### config.mk
export PLATFORM = sky130hd
export DESIGN_NAME = riscv_decode_stage_flat
export DESIGN_NICKNAME = d
export VERILOG_FILES = /design/src/rtl/riscv_decode_stage_if.sv /design/src/rtl/riscv_decode_stage.sv /design/src/flat_wrapper.sv
export SDC_FILE = /design/constraint.sdc
export NUM_CORES = 1
export LEC_CHECK = 0
export ABC_AREA = 0
export CORE_MARGIN = 5
export CORE_UTILIZATION = 35
export CTS_CLUSTER_DIAMETER = 50
export DETAILED_ROUTE_END_ITERATION = 10
export DONT_BUFFER_PORTS = 1
export GPL_ROUTABILITY_DRIVEN = 0
export PLACE_DENSITY_LB_ADDON = 0.05
export SLEW_MARGIN = 25
export SYNTH_ARGS = -nofsm -noshare
export SYNTH_HDL_FRONTEND = slang
export SYNTH_SLANG_ARGS = --single-unit
### constraint.sdc
create_clock -name clk -period 2.9 [get_ports clk]
set_clock_uncertainty 0.05 [all_clocks]
set_input_delay 0.725 -clock clk [delete_from_list [all_inputs] [get_ports clk]]
set_output_delay 0.725 -clock clk [all_outputs]
set_load 0.005 [all_outputs]
### src/rtl/riscv_decode_stage_if.sv
// Decode-stage boundary: fetch handshake, EX hazard inputs, register-file addresses, decoded output.
// The stage itself uses the slave modport; the fetch/EX side drives through master.
interface riscv_decode_stage_if;
  logic        in_valid;
  logic        in_ready;
  logic [31:0] in_instr;
  logic [31:0] in_pc;
  logic        flush;
  logic        ex_mem_rd;
  logic [4:0]  ex_rd;
  logic [4:0]  AddrA;
  logic [4:0]  AddrB;
  logic        out_valid;
  logic        out_ready;
  logic [31:0] out_pc;
  logic [4:0]  out_rs1;
  logic [4:0]  out_rs2;
  logic [4:0]  out_rd;
  logic [31:0] out_imm;
  logic [3:0]  out_opclass;
  logic [2:0]  out_funct3;
  logic        out_funct7b5;
  logic        out_reg_wen;
  logic        out_mem_rd;
  logic        out_mem_wr;
  logic        out_illegal;

  modport slave (
    input  in_valid, in_instr, in_pc, flush, ex_mem_rd, ex_rd, out_ready,
    output in_ready, AddrA, AddrB, out_valid, out_pc, out_rs1, out_rs2, out_rd,
           out_imm, out_opclass, out_funct3, out_funct7b5, out_reg_wen,
           out_mem_rd, out_mem_wr, out_illegal
  );

  modport master (
    output in_valid, in_instr, in_pc, flush, ex_mem_rd, ex_rd, out_ready,
    input  in_ready, AddrA, AddrB, out_valid, out_pc, out_rs1, out_rs2, out_rd,
           out_imm, out_opclass, out_funct3, out_funct7b5, out_reg_wen,
           out_mem_rd, out_mem_wr, out_illegal
  );
endinterface

### src/rtl/riscv_decode_stage.sv
// RV32I decode stage: one-cycle registered decode with load-use bubbles and flush.
// Latency 1 cycle; out_valid && !out_ready holds the register and re-presents its read addresses.
module riscv_decode_stage #(
  parameter int XLEN = 32
) (
  input logic                  clk,
  input logic                  rst_n,
  riscv_decode_stage_if.slave  bus
);

  typedef enum logic [3:0] {
    OC_LUI    = 4'd0,
    OC_AUIPC  = 4'd1,
    OC_JAL    = 4'd2,
    OC_JALR   = 4'd3,
    OC_BRANCH = 4'd4,
    OC_LOAD   = 4'd5,
    OC_STORE  = 4'd6,
    OC_OPIMM  = 4'd7,
    OC_OP     = 4'd8,
    OC_ILL    = 4'd15
  } opclass_e;

  typedef struct packed {
    logic [XLEN-1:0] pc;
    logic [4:0]      rs1;
    logic [4:0]      rs2;
    logic [4:0]      rd;
    logic [XLEN-1:0] imm;
    opclass_e        opclass;
    logic [2:0]      funct3;
    logic            funct7b5;
    logic            reg_wen;
    logic            mem_rd;
    logic            mem_wr;
    logic            illegal;
  } dec_t;

  logic [31:0] instr;
  logic [6:0]  opcode;
  logic [31:0] imm_i, imm_s, imm_b, imm_u, imm_j;
  logic        use_rs1, use_rs2, wen_cls;
  logic        hold, hazard;
  dec_t        dec;
  dec_t        out_d, out_q;
  logic        out_valid_d, out_valid_q;

  assign instr  = bus.in_instr;
  assign opcode = instr[6:0];
  assign imm_i  = {{20{instr[31]}}, instr[31:20]};
  assign imm_s  = {{20{instr[31]}}, instr[31:25], instr[11:7]};
  assign imm_b  = {{19{instr[31]}}, instr[31], instr[7], instr[30:25], instr[11:8], 1'b0};
  assign imm_u  = {instr[31:12], 12'b0};
  assign imm_j  = {{11{instr[31]}}, instr[31], instr[19:12], instr[20], instr[30:21], 1'b0};

  always_comb begin
    dec          = '0;
    dec.pc       = bus.in_pc;
    dec.rs1      = instr[19:15];
    dec.rs2      = instr[24:20];
    dec.rd       = instr[11:7];
    dec.funct3   = instr[14:12];
    dec.funct7b5 = instr[30];
    dec.opclass  = OC_ILL;
    dec.illegal  = 1'b1;
    dec.imm      = '0;
    use_rs1      = 1'b0;
    use_rs2      = 1'b0;
    wen_cls      = 1'b0;
    case (opcode)
      7'b0110111: begin dec.opclass = OC_LUI;    dec.illegal = 1'b0; dec.imm = imm_u; wen_cls = 1'b1; end
      7'b0010111: begin dec.opclass = OC_AUIPC;  dec.illegal = 1'b0; dec.imm = imm_u; wen_cls = 1'b1; end
      7'b1101111: begin dec.opclass = OC_JAL;    dec.illegal = 1'b0; dec.imm = imm_j; wen_cls = 1'b1; end
      7'b1100111: begin dec.opclass = OC_JALR;   dec.illegal = 1'b0; dec.imm = imm_i; wen_cls = 1'b1;
                        use_rs1 = 1'b1; end
      7'b1100011: begin dec.opclass = OC_BRANCH; dec.illegal = 1'b0; dec.imm = imm_b;
                        use_rs1 = 1'b1; use_rs2 = 1'b1; end
      7'b0000011: begin dec.opclass = OC_LOAD;   dec.illegal = 1'b0; dec.imm = imm_i; wen_cls = 1'b1;
                        use_rs1 = 1'b1; dec.mem_rd = 1'b1; end
      7'b0100011: begin dec.opclass = OC_STORE;  dec.illegal = 1'b0; dec.imm = imm_s;
                        use_rs1 = 1'b1; use_rs2 = 1'b1; dec.mem_wr = 1'b1; end
      7'b0010011: begin dec.opclass = OC_OPIMM;  dec.illegal = 1'b0; dec.imm = imm_i; wen_cls = 1'b1;
                        use_rs1 = 1'b1; end
      7'b0110011: begin dec.opclass = OC_OP;     dec.illegal = 1'b0; wen_cls = 1'b1;
                        use_rs1 = 1'b1; use_rs2 = 1'b1; end
      default: ;
    endcase
    // Writes to x0 are architecturally dropped, so never advertise them downstream.
    dec.reg_wen = wen_cls && (dec.rd != 5'd0);
  end

  assign hold   = out_valid_q && !bus.out_ready;
  assign hazard = bus.in_valid && bus.ex_mem_rd && (bus.ex_rd != 5'd0) &&
                  ((use_rs1 && (bus.ex_rd == dec.rs1)) || (use_rs2 && (bus.ex_rd == dec.rs2)));

  assign bus.in_ready = bus.flush || (!hold && !hazard);

  // While held, keep reading the held instruction's sources so operand data stays aligned with out_*.
  assign bus.AddrA = hold ? out_q.rs1 : dec.rs1;
  assign bus.AddrB = hold ? out_q.rs2 : dec.rs2;

  always_comb begin
    out_d       = out_q;
    out_valid_d = out_valid_q;
    if (bus.flush) begin
      out_valid_d = 1'b0;
    end else if (!hold) begin
      if (bus.in_valid && !hazard) begin
        out_d       = dec;
        out_valid_d = 1'b1;
      end else begin
        out_valid_d = 1'b0;
      end
    end
  end

  always_ff @(posedge clk or negedge rst_n) begin
    if (!rst_n) begin
      out_q       <= '0;
      out_valid_q <= 1'b0;
    end else begin
      out_q       <= out_d;
      out_valid_q <= out_valid_d;
    end
  end

  assign bus.out_valid    = out_valid_q;
  assign bus.out_pc       = out_q.pc;
  assign bus.out_rs1      = out_q.rs1;
  assign bus.out_rs2      = out_q.rs2;
  assign bus.out_rd       = out_q.rd;
  assign bus.out_imm      = out_q.imm;
  assign bus.out_opclass  = out_q.opclass;
  assign bus.out_funct3   = out_q.funct3;
  assign bus.out_funct7b5 = out_q.funct7b5;
  assign bus.out_reg_wen  = out_q.reg_wen;
  assign bus.out_mem_rd   = out_q.mem_rd;
  assign bus.out_mem_wr   = out_q.mem_wr;
  assign bus.out_illegal  = out_q.illegal;

endmodule

### src/flat_wrapper.sv
// flat-port wrapper written by rule: the top's interface ports become plain ports
module riscv_decode_stage_flat 
#(
  parameter int XLEN = 32
)
  (clk, rst_n, bus_in_valid, bus_in_instr, bus_in_pc, bus_flush, bus_ex_mem_rd, bus_ex_rd, bus_out_ready, bus_in_ready, bus_AddrA, bus_AddrB, bus_out_valid, bus_out_pc, bus_out_rs1, bus_out_rs2, bus_out_rd, bus_out_imm, bus_out_opclass, bus_out_funct3, bus_out_funct7b5, bus_out_reg_wen, bus_out_mem_rd, bus_out_mem_wr, bus_out_illegal);
  riscv_decode_stage_if bus_i ();
  input logic clk;
  input logic rst_n;
  input wire logic [$bits(bus_i.in_valid)-1:0] bus_in_valid;
  input wire logic [$bits(bus_i.in_instr)-1:0] bus_in_instr;
  input wire logic [$bits(bus_i.in_pc)-1:0] bus_in_pc;
  input wire logic [$bits(bus_i.flush)-1:0] bus_flush;
  input wire logic [$bits(bus_i.ex_mem_rd)-1:0] bus_ex_mem_rd;
  input wire logic [$bits(bus_i.ex_rd)-1:0] bus_ex_rd;
  input wire logic [$bits(bus_i.out_ready)-1:0] bus_out_ready;
  output wire logic [$bits(bus_i.in_ready)-1:0] bus_in_ready;
  output wire logic [$bits(bus_i.AddrA)-1:0] bus_AddrA;
  output wire logic [$bits(bus_i.AddrB)-1:0] bus_AddrB;
  output wire logic [$bits(bus_i.out_valid)-1:0] bus_out_valid;
  output wire logic [$bits(bus_i.out_pc)-1:0] bus_out_pc;
  output wire logic [$bits(bus_i.out_rs1)-1:0] bus_out_rs1;
  output wire logic [$bits(bus_i.out_rs2)-1:0] bus_out_rs2;
  output wire logic [$bits(bus_i.out_rd)-1:0] bus_out_rd;
  output wire logic [$bits(bus_i.out_imm)-1:0] bus_out_imm;
  output wire logic [$bits(bus_i.out_opclass)-1:0] bus_out_opclass;
  output wire logic [$bits(bus_i.out_funct3)-1:0] bus_out_funct3;
  output wire logic [$bits(bus_i.out_funct7b5)-1:0] bus_out_funct7b5;
  output wire logic [$bits(bus_i.out_reg_wen)-1:0] bus_out_reg_wen;
  output wire logic [$bits(bus_i.out_mem_rd)-1:0] bus_out_mem_rd;
  output wire logic [$bits(bus_i.out_mem_wr)-1:0] bus_out_mem_wr;
  output wire logic [$bits(bus_i.out_illegal)-1:0] bus_out_illegal;
  assign bus_i.in_valid = bus_in_valid;
  assign bus_i.in_instr = bus_in_instr;
  assign bus_i.in_pc = bus_in_pc;
  assign bus_i.flush = bus_flush;
  assign bus_i.ex_mem_rd = bus_ex_mem_rd;
  assign bus_i.ex_rd = bus_ex_rd;
  assign bus_i.out_ready = bus_out_ready;
  assign bus_in_ready = bus_i.in_ready;
  assign bus_AddrA = bus_i.AddrA;
  assign bus_AddrB = bus_i.AddrB;
  assign bus_out_valid = bus_i.out_valid;
  assign bus_out_pc = bus_i.out_pc;
  assign bus_out_rs1 = bus_i.out_rs1;
  assign bus_out_rs2 = bus_i.out_rs2;
  assign bus_out_rd = bus_i.out_rd;
  assign bus_out_imm = bus_i.out_imm;
  assign bus_out_opclass = bus_i.out_opclass;
  assign bus_out_funct3 = bus_i.out_funct3;
  assign bus_out_funct7b5 = bus_i.out_funct7b5;
  assign bus_out_reg_wen = bus_i.out_reg_wen;
  assign bus_out_mem_rd = bus_i.out_mem_rd;
  assign bus_out_mem_wr = bus_i.out_mem_wr;
  assign bus_out_illegal = bus_i.out_illegal;
  riscv_decode_stage #(.XLEN(XLEN)) u_core (.clk(clk), .rst_n(rst_n), .bus(bus_i));
endmodule
# Word level (Yosys, flattened, before mapping)
# Index checks and enable logic that the tools add are counted.
# word_totals
inputBits	75
register_bits	92
out_inout_bits	103
elab_cells	63
# classes
reduce_logical	23
bitwise_logic	2
n_eq_ne	12
n_mux	13
# ops
cell	count
one-hot mux 32 bit (5 select lines)	1
one-hot mux 4 bit (9 select lines)	1
equality test 7 x 6 -> 1 bit, second input constant	3
equality test 7 bit, second input constant	3
equality test 7 x 5 -> 1 bit, second input constant	2
equality test 5 bit	2
2-to-1 mux 5 bit	2
nonzero test 5 bit	2
logical AND 1 bit	9
2-to-1 mux 1 bit	9
OR reduction 9 bit	1
equality test 7 x 2 -> 1 bit, second input constant	1
OR reduction 7 bit	1
OR reduction 3 bit	2
OR reduction 6 bit	1
logical NOT 1 bit	3
AND reduction 3 bit	1
logical OR 1 bit	2
!= test 2 bit, second input constant	1
NOT 1 bit	2
OR reduction 2 bit	1

# Depth between registers and ports, before layout
# depth
ltp_word	11
ltp_mapped	9
mapped_depth_nobuf	6

# Worst setup path after synthesis
# No wires, ideal clock.
# synth_path
kind	in2out
start	input port bus_in_instr[4]
end	output port bus_in_ready
setup_slack_ps	139
arrival_time_ps	1986
required_time_ps	2125
path_buffers	2
stages	7
path_cell_list	buf_2 -> and3b_1 -> o21ai_0 -> nor3_1 -> o21a_1 -> clkbuf_1 -> o21bai_1
# synth_between
elab_chain_len	9
word_cells_on_any_way	17
classes_between	eq/ne (6); mux (2); reduce/logical (9)
# synth_lines
item	line	source
start: declaration	flat_wrapper.sv:11	input wire logic [$bits(bus_i.in_instr)-1:0] bus_in_instr;
equality test 7 x 6 -> 1 bit, or another cell as far along	riscv_decode_stage.sv:70	case (opcode)
OR reduction 6 bit (no line) or OR reduction 3 bit (tied branches)	--	
2-to-1 mux 1 bit	riscv_decode_stage.sv:70	
logical AND 1 bit	riscv_decode_stage.sv:94	((use_rs1 && (bus.ex_rd == dec.rs1)) || (use_rs2 && (bus.ex_rd == dec.rs2)));
logical OR 1 bit *	riscv_decode_stage.sv:94	
logical AND 1 bit *	riscv_decode_stage.sv:93	assign hazard = bus.in_valid && bus.ex_mem_rd && (bus.ex_rd != 5'd0) &&
logical NOT 1 bit *	riscv_decode_stage.sv:96	assign bus.in_ready = bus.flush || (!hold && !hazard);
logical AND 1 bit *	riscv_decode_stage.sv:96	
logical OR 1 bit *	riscv_decode_stage.sv:96	
end: declaration	flat_wrapper.sv:17	output wire logic [$bits(bus_i.in_ready)-1:0] bus_in_ready;
# Every way passes the cells marked *; elsewhere a longest branch is shown, timed or not.

# Worst setup path in the final report
# layout_path
start	input port bus_ex_rd[0]
end	output port bus_in_ready
# layout_between
elab_chain_len	7
word_cells_on_any_way	11
classes_between	eq/ne (2); reduce/logical (9)
# layout_lines
item	line	source
start: declaration	flat_wrapper.sv:15	input wire logic [$bits(bus_i.ex_rd)-1:0] bus_ex_rd;
equality test 5 bit	riscv_decode_stage.sv:94	
logical AND 1 bit	riscv_decode_stage.sv:94	
logical OR 1 bit	riscv_decode_stage.sv:94	
logical AND 1 bit *	riscv_decode_stage.sv:93	
logical NOT 1 bit *	riscv_decode_stage.sv:96	
logical AND 1 bit *	riscv_decode_stage.sv:96	
logical OR 1 bit *	riscv_decode_stage.sv:96	
# Marks and branches as above.

==> results.py <==
metrics = {
    "run_status": {
        "status": "completed",
    },
    "power": {
        "clkPwrFrac_pct": 36.9,
        "power.density_mw_per_mm2": 619,
        "vdd_ir_drop_max_uv": 222,
        "p_comb_share_pct": 11.2,
        "p_sw_uw": 722,
        "swShare_pct": 23.8,
        "power_uw": 3040,
        "leakage_uw": 0.00208,
        "internal-power_uw": 2310,
        "pwr-share-seq_pct": 51.9,
    },
    "floorplanning": {
        "num_io_pins": 178,
        "rows": 41,
        "die_height_microns": 122,
        "die_area_sq_mm": 0.0149,
        "core-area_sq_mm": 0.0125,
        "start_util_pct": 35.3,
        "die_x_microns": 122,
    },
    "grt": {
        "grt.overflow.total": 0,
        "antenna_found_initial": 0,
        "grt_pass1_wl_microns": 17200,
        "grt_max_degree": 93,
        "track_usage_pct": 15.4,
        "grt_pass1_vias": 2728,
    },
    "placed_design": {
        "placedCellCount": 501,
        "dp_hpwl_microns": 8310,
        "io_buffers": 0,
    },
    "routing": {
        "final_antenna_net_count": 0,
        "vias": 2693,
        "post-route-drc-count": 0,
        "dr.first_iter.drc_count": 109,
        "wl_per_cell_microns": 22.4,
        "totalWireLength_microns": 11600,
        "drt_pass1_iterations": 4,
        "vias_per_cell": 5.21,
    },
    "final_layout": {
        "nNetsFinal": 415,
        "antenna_cells": 0,
        "drive_gt1_share_pct": 31.0,
        "layout.cells.non_filler": 517,
        "area_growth_pct": 11.6,
    },
    "worst_setup_path": {
        "path_class": "input port to output port",
        "worstSetupStartpointType": "input port",
        "r2r_cells": 6,
        "r2r_slack_ns": 0.91,
        "required_ns": 2.12,
        "timing.rr.end": "u_core.bus.out_mem_rd",
        "critical_path_arrival_ns": 1.77,
        "crit_fanout": 3,
        "crit_path_end_kind": "output port",
        "timing.rr.start": "u_core.bus.out_valid",
    },
    "timing": {
        "fin_crit_ns": 2.55,
        "setup_tns_ns": 0,
        "hold_viol": 0,
        "tightest_slew_ns": 0.701,
        "fmax_ghz": 0.393,
        "slew_viol_final": 0,
        "relSlewSlack_pct": 53.1,
        "rsz0062_at_grt": "no",
        "period_share_pct": 87.8,
        "setup-violations-final": 0,
        "fin_hold_ws_ns": 0.0247,
    },
    "cts": {
        "post_cts_resized": 0,
        "clock_sinks": 92,
        "cts_hold_repair.buffers": 0,
        "root_buffer": "clkbuf_16",
        "post_cts_buffers": 0,
        "cts_tree": "built",
        "clockBufferDepth": 2,
        "clkTransAtPathRegs_ns": 0.06,
        "clock_latency_ns": 0.34,
        "htreeDepth": 3,
        "cts_made_buffers": 9,
    },
    "synthesis": {
        "yosys_warnings": 0,
        "synth-edff-count": 0,
        "async_flop_share_pct": 100,
        "ys_seq_elements": 92,
        "syn_avg_cell_area_sq_um": 13.2,
        "yosysSeqAreaShare_pct": 52.4,
        "synth_area_sq_mm": 0.00440,
        "syn-num-nets": 408,
        "synthFlopType": "dfrtp_1",
        "synth_cell_types": 49,
        "synth_cells": 333,
    },
    "worst_hold_path": {
        "min_path_type": "input port to async pin",
    },
    "job": {
        "maxCapViolCount": 0,
    },
}
==> final cells by class <==
type	count	area, sq um
Clock buffer	15	278
Clock inverter	1	5.00
Fill cell	1200	7560
Inverter	16	60.1
Multi-Input combinational cell	207	1890
Sequential cell	92	2300
Tap cell	172	215
Timing Repair Buffer	14	155
==> registers in the layout, indices dropped and copies added, names as in the netlist <==
name                     flops
u_core.bus.out_mem_rd        1
u_core.bus.out_opclass       4
u_core.bus.out_rs1           5
u_core.bus.out_rs2           5
u_core.bus.out_rd            5
u_core.bus.out_mem_wr        1
u_core.bus.out_funct7b5      1
u_core.bus.out_funct3        3
u_core.bus.out_reg_wen       1
u_core.bus.out_illegal       1
u_core.bus.out_valid         1
u_core.bus.out_pc           32
u_core.bus.out_imm          32
==> layer usage <==
layer	part of all wire [%]	routed length (microns)	GRT usage [%]	up-vias
li1	-	-	-	1218
met1	41	4710	19.4	1317
met2	45	5210	22.6	134
met3	12	1360	6.59	24
met4	2.7	310	8.05	0
met5	0	0	0	-
==> power groups by stage <==
stage	registers [uW]	clock network [uW]	logic, uW
2_1_floorplan	1560	0	309
5_1_grt	1590	1220	369
4_1_cts	1580	1170	346
3_5_place_dp	1600	0	343
3_3_place_gp	1600	0	340
6_report	1580	1120	341
==> metrics by stage <==
stage,setup WS (ns),utilization [%],cell area [sq um]
floorplan,0.139,-,4400
global placement,0.220,37.1,4620
detailed placement,0.185,37.1,4620
CTS,0.339,39.3,4900
global route,0.256,39.3,4900
finish,0.353,39.3,4900
==> cell usage in the layout, fill, tap and decap left out, types with 2 or more instances in the layout <==
cell,count
a21oi_1,33
a22o_1,4
buf_12,4
buf_4,10
clkbuf_1,3
clkbuf_16,9
clkbuf_8,3
dfrtp_1,92
inv_1,16
mux2_2,34
mux2_4,38
mux2i_1,14
nand2_1,5
nand3_1,12
nor2_1,6
nor2b_1,2
nor3_1,3
o21ai_0,6
o22a_1,2
o2bb2ai_1,10
or4_1,2
xnor2_1,7
xor2_1,4
==> synth_stat cells, types with 2 or more instances <==
| library cell | count | area, sq um |
|---|---|---|
| a21oi_1 | 33 | 165 |
| a22o_1 | 4 | 35.0 |
| buf_12 | 3 | 60.1 |
| buf_2 | 3 | 15.0 |
| buf_4 | 3 | 22.5 |
| clkbuf_1 | 6 | 22.5 |
| dfrtp_1 | 92 | 2300 |
| inv_1 | 16 | 60.1 |
| mux2_2 | 34 | 383 |
| mux2_4 | 38 | 571 |
| mux2i_1 | 14 | 140 |
| nand2_1 | 5 | 18.8 |
| nand3_1 | 12 | 60.1 |
| nor2_1 | 6 | 22.5 |
| nor2b_1 | 2 | 12.5 |
| nor3_1 | 3 | 15.0 |
| nor4_1 | 2 | 12.5 |
| o21ai_0 | 6 | 30.0 |
| o22a_1 | 2 | 17.5 |
| o2bb2ai_1 | 10 | 87.6 |
| or4_1 | 2 | 15.0 |
| xnor2_1 | 7 | 61.3 |
| xor2_1 | 4 | 35.0 |
==> cells by family after synthesis <==
| family | after synthesis | synth area share, % |
|---|---|---|
| AOI/OAI and AO/OA | 67 | 9.82 |
| xor gates and xnor gates | 11 | 2.19 |
| buffers and inverters | 34 | 4.78 |
| DFF | 92 | 52.4 |
| muxes | 86 | 24.9 |
| and+or+nand+nor | 43 | 5.95 |
==> how the worst max path moves through the flow <==
stage / startpoint / to / slack [ns] / cells after the start
floorplan: bus_in_instr[4] / bus_in_ready / 0.14 / 7
global placement: bus_ex_rd[0] / u_core.bus.out_mem_wr / 0.22 / 7
detailed placement: bus_ex_rd[0] / u_core.bus.out_mem_rd / 0.18 / 7
CTS: bus_ex_rd[0] / bus_in_ready / 0.34 / 5
global route: bus_in_instr[3] / bus_in_ready / 0.26 / 5
finish: bus_ex_rd[0] / bus_in_ready / 0.35 / 5
==> critical path, cell delays in order <==
cell      delay [ns]
or4_1           0.51
nor2_1          0.12
nor3_1          0.08
o21a_1          0.15
o21bai_1        0.20
No activity file was read; power rests on OpenSTA's default activity.
